File: src/rtl/rcv_timing_ctrl_pkg.sv
// rcv_timing_pkg
// Shared types and constants for the receive bit-timing controller.
// Contents:
//   state_e          FSM state encoding (PARITY is only reachable when
//                    RCV_TIMING_PARITY_BIT_EN is defined)
//   MIN_CLK_PER_BIT  smallest bit period the controller will run with
//   MIN_DATA_BITS    smallest data-bit count per packet
package rcv_timing_pkg;

  typedef enum logic [2:0] {
    IDLE,
    HALF,
    DATA,
    PARITY,
    STOP,
    DONE
  } state_e;

  localparam int MIN_CLK_PER_BIT = 2;
  localparam int MIN_DATA_BITS   = 1;

endpackage

File: src/rtl/rcv_timing_ctrl_if.sv
// rcv_timing_ctrl_if
// Groups the start-detector inputs, configuration, and timing outputs of
// rcv_timing_ctrl.
//   master : drives start_bit_detected, abort, clk_per_bit, data_bits;
//            observes strobes, busy, and bit_index
//   slave  : the controller side
interface rcv_timing_ctrl_if #(
  parameter int CLK_DIV_BITS = 4,
  parameter int BIT_CNT_BITS = 4
);

  logic                    start_bit_detected;
  logic                    abort;
  logic [CLK_DIV_BITS-1:0] clk_per_bit;
  logic [BIT_CNT_BITS-1:0] data_bits;
  logic                    shift_strobe;
  logic                    parity_strobe;
  logic                    stop_strobe;
  logic                    packet_done;
  logic                    busy;
  logic [BIT_CNT_BITS-1:0] bit_index;

  modport master (
    output start_bit_detected, abort, clk_per_bit, data_bits,
    input  shift_strobe, parity_strobe, stop_strobe, packet_done, busy, bit_index
  );

  modport slave (
    input  start_bit_detected, abort, clk_per_bit, data_bits,
    output shift_strobe, parity_strobe, stop_strobe, packet_done, busy, bit_index
  );

endinterface

File: src/rtl/rcv_timing_ctrl_tick_counter.sv
// tick_counter
// Free-running 1..limit counter with a terminal-count tick.
// Ports:
//   clk, rst   clock and asynchronous active-high reset
//   clear_i    forces the count to 0 (takes priority over enable_i)
//   enable_i   advance the count this cycle
//   limit_i    terminal count
//   tick_o     high while count equals limit_i
//   count_o    current count
// After reaching limit_i while enabled, the count restarts at 1.
module tick_counter #(
  parameter int WIDTH = 4
) (
  input  logic             clk,
  input  logic             rst,
  input  logic             clear_i,
  input  logic             enable_i,
  input  logic [WIDTH-1:0] limit_i,
  output logic             tick_o,
  output logic [WIDTH-1:0] count_o
);

  logic [WIDTH-1:0] count_q;
  logic [WIDTH-1:0] count_d;

  assign tick_o  = (count_q == limit_i);
  assign count_o = count_q;

  always_comb begin
    count_d = count_q;
    if (clear_i) begin
      count_d = '0;
    end else if (enable_i) begin
      count_d = tick_o ? WIDTH'(1) : count_q + WIDTH'(1);
    end
  end

  always_ff @(posedge clk or posedge rst) begin
    if (rst) begin
      count_q <= '0;
    end else begin
      count_q <= count_d;
    end
  end

endmodule

File: src/rtl/rcv_timing_ctrl.sv
// rcv_timing_ctrl
// Bit-timing sequencer for the serial receiver. After an accepted start
// bit it waits half a bit period, then strobes the middle of every data
// bit, the optional parity bit, and the stop bit, then pulses packet_done.
// Ports:
//   clk, rst   system clock, asynchronous active-high reset
//   bus        rcv_timing_ctrl_if.slave (start/abort/config in,
//              strobes/busy/bit_index out)
// Build option: define RCV_TIMING_PARITY_BIT_EN to insert a parity phase
// between DATA and STOP; otherwise parity_strobe is tied low.
//
// state  | meaning
// IDLE   | waiting for start_bit_detected
// HALF   | counting H = P/2 cycles to mid start bit
// DATA   | one shift_strobe per period, D in total
// PARITY | one parity_strobe one period after the last data bit
// STOP   | stop_strobe one period later, then DONE
// DONE   | packet_done cycle, back to IDLE
module rcv_timing_ctrl
  import rcv_timing_pkg::*;
#(
  parameter int CLK_DIV_BITS = 4,
  parameter int BIT_CNT_BITS = 4
) (
  input logic                clk,
  input logic                rst,
  rcv_timing_ctrl_if.slave   bus
);

  state_e state_q, state_d;

  logic [CLK_DIV_BITS-1:0] p_q, p_d;
  logic [BIT_CNT_BITS-1:0] d_q, d_d;
  logic shift_q, shift_d;
  logic stop_q, stop_d;
  logic done_q, done_d;
`ifdef RCV_TIMING_PARITY_BIT_EN
  logic parity_q, parity_d;
`endif

  logic                    accept;
  logic [CLK_DIV_BITS-1:0] p_clamp;
  logic [BIT_CNT_BITS-1:0] d_clamp;
  logic [CLK_DIV_BITS-1:0] per_limit;
  logic                    per_tick;
  logic [CLK_DIV_BITS-1:0] per_cnt_unused;
  logic                    bit_full;
  logic [BIT_CNT_BITS-1:0] bit_cnt;
  logic                    last_bit;

  assign p_clamp = (bus.clk_per_bit < CLK_DIV_BITS'(MIN_CLK_PER_BIT)) ?
                   CLK_DIV_BITS'(MIN_CLK_PER_BIT) : bus.clk_per_bit;
  assign d_clamp = (bus.data_bits < BIT_CNT_BITS'(MIN_DATA_BITS)) ?
                   BIT_CNT_BITS'(MIN_DATA_BITS) : bus.data_bits;

  // The counter is cleared to 0 on acceptance, so HALF ends on count H-1;
  // it then wraps to 1 and every later phase ends on count P.
  assign per_limit = (state_q == HALF) ? ((p_q >> 1) - CLK_DIV_BITS'(1)) : p_q;

  // bit_cnt already reflects all earlier strobes when the next one is due.
  assign last_bit = (bit_cnt == (d_q - BIT_CNT_BITS'(1)));

  tick_counter #(.WIDTH(CLK_DIV_BITS)) u_period_cnt (
    .clk      (clk),
    .rst      (rst),
    .clear_i  (accept),
    .enable_i (state_q != IDLE),
    .limit_i  (per_limit),
    .tick_o   (per_tick),
    .count_o  (per_cnt_unused)
  );

  tick_counter #(.WIDTH(BIT_CNT_BITS)) u_bit_cnt (
    .clk      (clk),
    .rst      (rst),
    .clear_i  (accept),
    .enable_i (shift_q),
    .limit_i  (d_q),
    .tick_o   (bit_full),
    .count_o  (bit_cnt)
  );

  always_comb begin
    state_d  = state_q;
    p_d      = p_q;
    d_d      = d_q;
    shift_d  = 1'b0;
    stop_d   = 1'b0;
    done_d   = 1'b0;
`ifdef RCV_TIMING_PARITY_BIT_EN
    parity_d = 1'b0;
`endif
    accept   = 1'b0;

    case (state_q)
      IDLE: begin
        if (bus.start_bit_detected && !bus.abort) begin
          accept  = 1'b1;
          p_d     = p_clamp;
          d_d     = d_clamp;
          state_d = HALF;
        end
      end
      HALF: begin
        if (per_tick) state_d = DATA;
      end
      DATA: begin
        if (per_tick && !bit_full) begin
          shift_d = 1'b1;
          if (last_bit) begin
`ifdef RCV_TIMING_PARITY_BIT_EN
            state_d = PARITY;
`else
            state_d = STOP;
`endif
          end
        end
      end
`ifdef RCV_TIMING_PARITY_BIT_EN
      PARITY: begin
        if (per_tick) begin
          parity_d = 1'b1;
          state_d  = STOP;
        end
      end
`endif
      STOP: begin
        // Stay in STOP through the stop-strobe cycle so DONE lines up with
        // the packet_done pulse.
        if (stop_q) begin
          done_d  = 1'b1;
          state_d = DONE;
        end else if (per_tick) begin
          stop_d = 1'b1;
        end
      end
      DONE: begin
        state_d = IDLE;
      end
      default: begin
        state_d = IDLE;
      end
    endcase

    // abort outranks any strobe due on the same edge.
    if (bus.abort && (state_q != IDLE)) begin
      state_d  = IDLE;
      shift_d  = 1'b0;
      stop_d   = 1'b0;
      done_d   = 1'b0;
`ifdef RCV_TIMING_PARITY_BIT_EN
      parity_d = 1'b0;
`endif
    end
  end

  always_ff @(posedge clk or posedge rst) begin
    if (rst) begin
      state_q  <= IDLE;
      p_q      <= '0;
      d_q      <= '0;
      shift_q  <= 1'b0;
      stop_q   <= 1'b0;
      done_q   <= 1'b0;
`ifdef RCV_TIMING_PARITY_BIT_EN
      parity_q <= 1'b0;
`endif
    end else begin
      state_q  <= state_d;
      p_q      <= p_d;
      d_q      <= d_d;
      shift_q  <= shift_d;
      stop_q   <= stop_d;
      done_q   <= done_d;
`ifdef RCV_TIMING_PARITY_BIT_EN
      parity_q <= parity_d;
`endif
    end
  end

  assign bus.shift_strobe  = shift_q;
  assign bus.stop_strobe   = stop_q;
  assign bus.packet_done   = done_q;
  assign bus.busy          = (state_q != IDLE);
  assign bus.bit_index     = bit_cnt;
`ifdef RCV_TIMING_PARITY_BIT_EN
  assign bus.parity_strobe = parity_q;
`else
  assign bus.parity_strobe = 1'b0;
`endif

endmodule

File: src/flat_wrapper.sv
// flat-port wrapper written by rule: the top's interface ports become plain ports
module rcv_timing_ctrl_flat import rcv_timing_pkg::*;
#(
  parameter int CLK_DIV_BITS = 4,
  parameter int BIT_CNT_BITS = 4
)
  (clk, rst, bus_start_bit_detected, bus_abort, bus_clk_per_bit, bus_data_bits, bus_shift_strobe, bus_parity_strobe, bus_stop_strobe, bus_packet_done, bus_busy, bus_bit_index);
  rcv_timing_ctrl_if #(.CLK_DIV_BITS(CLK_DIV_BITS), .BIT_CNT_BITS(BIT_CNT_BITS)) bus_i ();
  input logic clk;
  input logic rst;
  input wire logic [$bits(bus_i.start_bit_detected)-1:0] bus_start_bit_detected;
  input wire logic [$bits(bus_i.abort)-1:0] bus_abort;
  input wire logic [$bits(bus_i.clk_per_bit)-1:0] bus_clk_per_bit;
  input wire logic [$bits(bus_i.data_bits)-1:0] bus_data_bits;
  output wire logic [$bits(bus_i.shift_strobe)-1:0] bus_shift_strobe;
  output wire logic [$bits(bus_i.parity_strobe)-1:0] bus_parity_strobe;
  output wire logic [$bits(bus_i.stop_strobe)-1:0] bus_stop_strobe;
  output wire logic [$bits(bus_i.packet_done)-1:0] bus_packet_done;
  output wire logic [$bits(bus_i.busy)-1:0] bus_busy;
  output wire logic [$bits(bus_i.bit_index)-1:0] bus_bit_index;
  assign bus_i.start_bit_detected = bus_start_bit_detected;
  assign bus_i.abort = bus_abort;
  assign bus_i.clk_per_bit = bus_clk_per_bit;
  assign bus_i.data_bits = bus_data_bits;
  assign bus_shift_strobe = bus_i.shift_strobe;
  assign bus_parity_strobe = bus_i.parity_strobe;
  assign bus_stop_strobe = bus_i.stop_strobe;
  assign bus_packet_done = bus_i.packet_done;
  assign bus_busy = bus_i.busy;
  assign bus_bit_index = bus_i.bit_index;
  rcv_timing_ctrl #(.CLK_DIV_BITS(CLK_DIV_BITS), .BIT_CNT_BITS(BIT_CNT_BITS)) u_core (.clk(clk), .rst(rst), .bus(bus_i));
endmodule
File: config.mk
export PLATFORM = sky130hd
export DESIGN_NAME = rcv_timing_ctrl_flat
export DESIGN_NICKNAME = d
export VERILOG_FILES = /design/src/rtl/rcv_timing_ctrl_pkg.sv /design/src/rtl/rcv_timing_ctrl_if.sv /design/src/rtl/rcv_timing_ctrl_tick_counter.sv /design/src/rtl/rcv_timing_ctrl.sv /design/src/flat_wrapper.sv
export SDC_FILE = /design/constraint.sdc
export NUM_CORES = 1
export LEC_CHECK = 0
export CAP_MARGIN = 10
export CORE_UTILIZATION = 45
export CTS_CLUSTER_DIAMETER = 120
export DETAILED_ROUTE_END_ITERATION = 8
export PLACE_DENSITY = 0.72
export SYNTH_ARGS = -nofsm -noshare
export SYNTH_HDL_FRONTEND = slang
export SYNTH_HIERARCHICAL = 1
export SYNTH_SLANG_ARGS = --single-unit
export TNS_END_PERCENT = 1
File: constraint.sdc
create_clock -name clk -period 3.1 [get_ports clk]
set_clock_uncertainty 0.2 [all_clocks]
set_input_delay 0.31 -clock clk [delete_from_list [all_inputs] [get_ports clk]]
set_output_delay 0.31 -clock clk [all_outputs]
set_load 0.03 [all_outputs]
==> run summary <==
Post-synthesis sequential area ratio -> 0.413
Clk buf depth -> 2
Synth area leader -> dfrtp_1
Placed insts -> 180
MaxCap Viol Count -> 0
Synth cell count leaders -> dfrtp_1, nor2_1, inv_1
Total chip power -> 1.07 mW
Die Y -> 56.4 um
Power per standard cell area -> 676 nW/um^2
Worst Setup End Kind -> flip-flop
Initial core utilization -> 0.479
Worst EP arrival -> 2.93 ns
Slew HR -> 0.640
Master of the slowest instance on the critical path -> or4_1
Post-Syn Area -> 1330 sq um
Nets -> 170
Violation count after the first detailed-route iteration -> 30
Setup TNS -> 0 ns
CTS tree -> yes
Met2 global-route usage -> 0.333
Setup ws final -> 0.176 ns
Core area -> 2780 sq um
Final min period -> 2.92 ns
Diode count -> 0
Max incr delay on CP -> 0.53 ns
Worst Hold Class -> primary input to async pin
Place WS -> 0.190 ns
Grt ovf -> 0
Num Clock Sinks -> 22
RD Place Congestion -> 0.760
Post-route cell area -> 1590 sq um
Drt first pass iters -> 4
Total track usage -> 0.181
Dominant synthesized flop cell -> dfrtp_1
Port buffer count -> 19
Busiest grt layer -> met2
Pin count of the biggest net entering global routing -> 15
Syn-to-layout area delta -> 19.2%
Setup violations, final -> 0
Clock transition at path regs -> 0.13 ns
Reg2reg setup slack -> 0.18 ns
DRC -> 0
Vias in the first global route -> 1,059
Seq cells post-synth -> 22
Worst path bufs/invs -> 0
Cts bufs inserted -> 3
First-pass GRT wire length -> 4500 um
Pins Over Slew Limit -> 0
CP cell instances -> nor2b_1, nor2b_1, mux2_2, xor2_1, nor4_4, nand4b_1, or4_1, o41ai_1
Worst-margin pin slew -> 0.539 ns
Area after DPL -> 1550 sq um
Post-synth top area share -> 0.413
Run status -> complete, no violations
Count leader, synth -> dfrtp_1
Distinct cells, synth -> 36
DR WL/cell -> 13.7 um
H-tree Lvls -> 1
Antenna Nets Post-Route -> 0
Mapped Cells -> 133
Core Util, Final -> 0.571
RSZ-0062 raised after global routing -> false
Maximum fanout along the worst path -> 7
Final Routed Wirelength -> 2520 um
Period Utilization, post-route -> 0.943
Die area -> 3180 sq um
Fin cells -> 184
CP top delay family -> simple AND/OR/NAND/NOR gates
Syn_area_per_cell -> 10.0 sq um
Ys async rst share -> 1.00
Register-to-Register Path Depth -> 8
Startpoint type of the worst setup path -> flip-flop
Top cells by area, synth -> dfrtp_1, xor2_1, mux2_2
Row Count -> 19
Post-CTS Hold Fix Bufs -> 0
VDD IR-drop max -> 0.402 mV
Vias per inst -> 5.56
Hpwl dp -> 1950 um
Die Width -> 56.4 um
CP dominant cell by count -> nor2b_1
Cts repair resizes -> 0
Met1 Usage GRT -> 0.209
Fraction of layout cells with a size suffix above 1 -> 0.124
Reg2reg end -> u_core/state_q[2]
Critical path class -> flip-flop to flip-flop
FF-to-FF Start -> u_core/state_q[2]
Antenna violations before repair -> 0
Static leakage -> 0.693 nW
Endpoints failing hold -> 0
Post-synthesis net count -> 149
Setup Buffers After CTS -> 0
Routing usage on met3 -> 0.0415
Warning count from the yosys run -> 6
Min Hold Slack -> 0.0195 ns
Routed vias -> 1,023
Clock tree root driver cell -> clkbuf_4
Post-synth EDFFs -> 0
Worst Path Required -> 3.11 ns
# IOs -> 21
Max Fclk -> 342 MHz
Fillers -> 265
Skew-Pair Late Insertion Delay -> 0.31 ns
==> sequential cells by signal, indices dropped and copies added (netlist names) <==
register                     cells
u_core/bus.stop_strobe           1
u_core/u_bit_cnt/count_o         4
u_core/p_q                       4
u_core/d_q                       4
u_core/state_q                   3
u_core/bus.packet_done           1
u_core/u_period_cnt/count_o      4
u_core/bus.shift_strobe          1
==> worst reg2reg max path, stage by stage, from the launching register on <==
cell and delay (ns):
dfrtp_1 0.47, nor2b_1 0.22, nor2b_1 0.38, mux2_2 0.39, xor2_1 0.17, nor4_4 0.24, nand4b_1 0.14, or4_1 0.53
o41ai_1 0.08
==> per-layer routing <==
metal / wire length [um] / part of all wire
met5: 0 / 0
met2: 1300 / 0.51
met3: 104 / 0.041
met4: 35 / 0.014
met1: 1090 / 0.43
==> cells by family after synthesis <==
group / after synthesis / synth area share
adders and majority gates: 4 / 0.0376
muxes: 9 / 0.0732
DFF: 22 / 0.413
and+or+nand+nor: 46 / 0.202
buffers and inverters: 16 / 0.0488
xor gates and xnor gates: 15 / 0.110
AOI/OAI and AO/OA: 20 / 0.113
other: 1 / 0.00281
==> layout by cell type, fill, tap and decap left out, types with 2 or more instances in the layout <==
cell              n
dfrtp_1          22
clkdlybuf4s50_1  19
nor2_1           13
inv_1            11
xor2_1            9
nand2_1           8
mux2_2            6
a21oi_1           6
nor3_1            5
nand3_1           4
xnor2_1           4
ha_1              4
clkbuf_4          3
nand3b_1          3
o21ai_0           3
mux2i_1           3
or3_1             2
nor2b_1           2
buf_4             2
xor2_2            2
nor4_4            2
and3_1            2
a2111oi_1         2
o21a_1            2
a2111oi_2         2
o32ai_1           2
==> power by group <==
part           switching (mW)  internal (mW)
combinational           0.258          0.218
clock                  0.0879         0.0716
sequential             0.0867          0.352
==> worst max-delay path by stage <==
| stage | start | endpoint | depth (start not counted) | slack (ns) |
|---|---|---|---|---|
| after floorplan | u_core/state_q[2] | u_core/state_q[2] | 9 | 0.23 |
| after global placement | u_core/state_q[2] | u_core/state_q[2] | 8 | 0.30 |
| after detailed placement | u_core/state_q[2] | u_core/state_q[2] | 8 | 0.19 |
| after CTS | u_core/state_q[2] | u_core/state_q[2] | 8 | 0.17 |
| after global routing | u_core/state_q[2] | u_core/state_q[2] | 8 | 0.02 |
| final | u_core/state_q[2] | u_core/state_q[2] | 8 | 0.18 |
==> layout make-up <==
type / count / area, sq um / share of cell area
Clock buffer: 4 / 36.3 / 0.0228
Multi-Input combinational cell: 95 / 717 / 0.451
Sequential cell: 22 / 551 / 0.346
Tap cell: 31 / 38.8 / 0.0244
Timing Repair Buffer: 21 / 205 / 0.129
Inverter: 11 / 41.3 / 0.0260
Power figures use the tool's default switching activity.
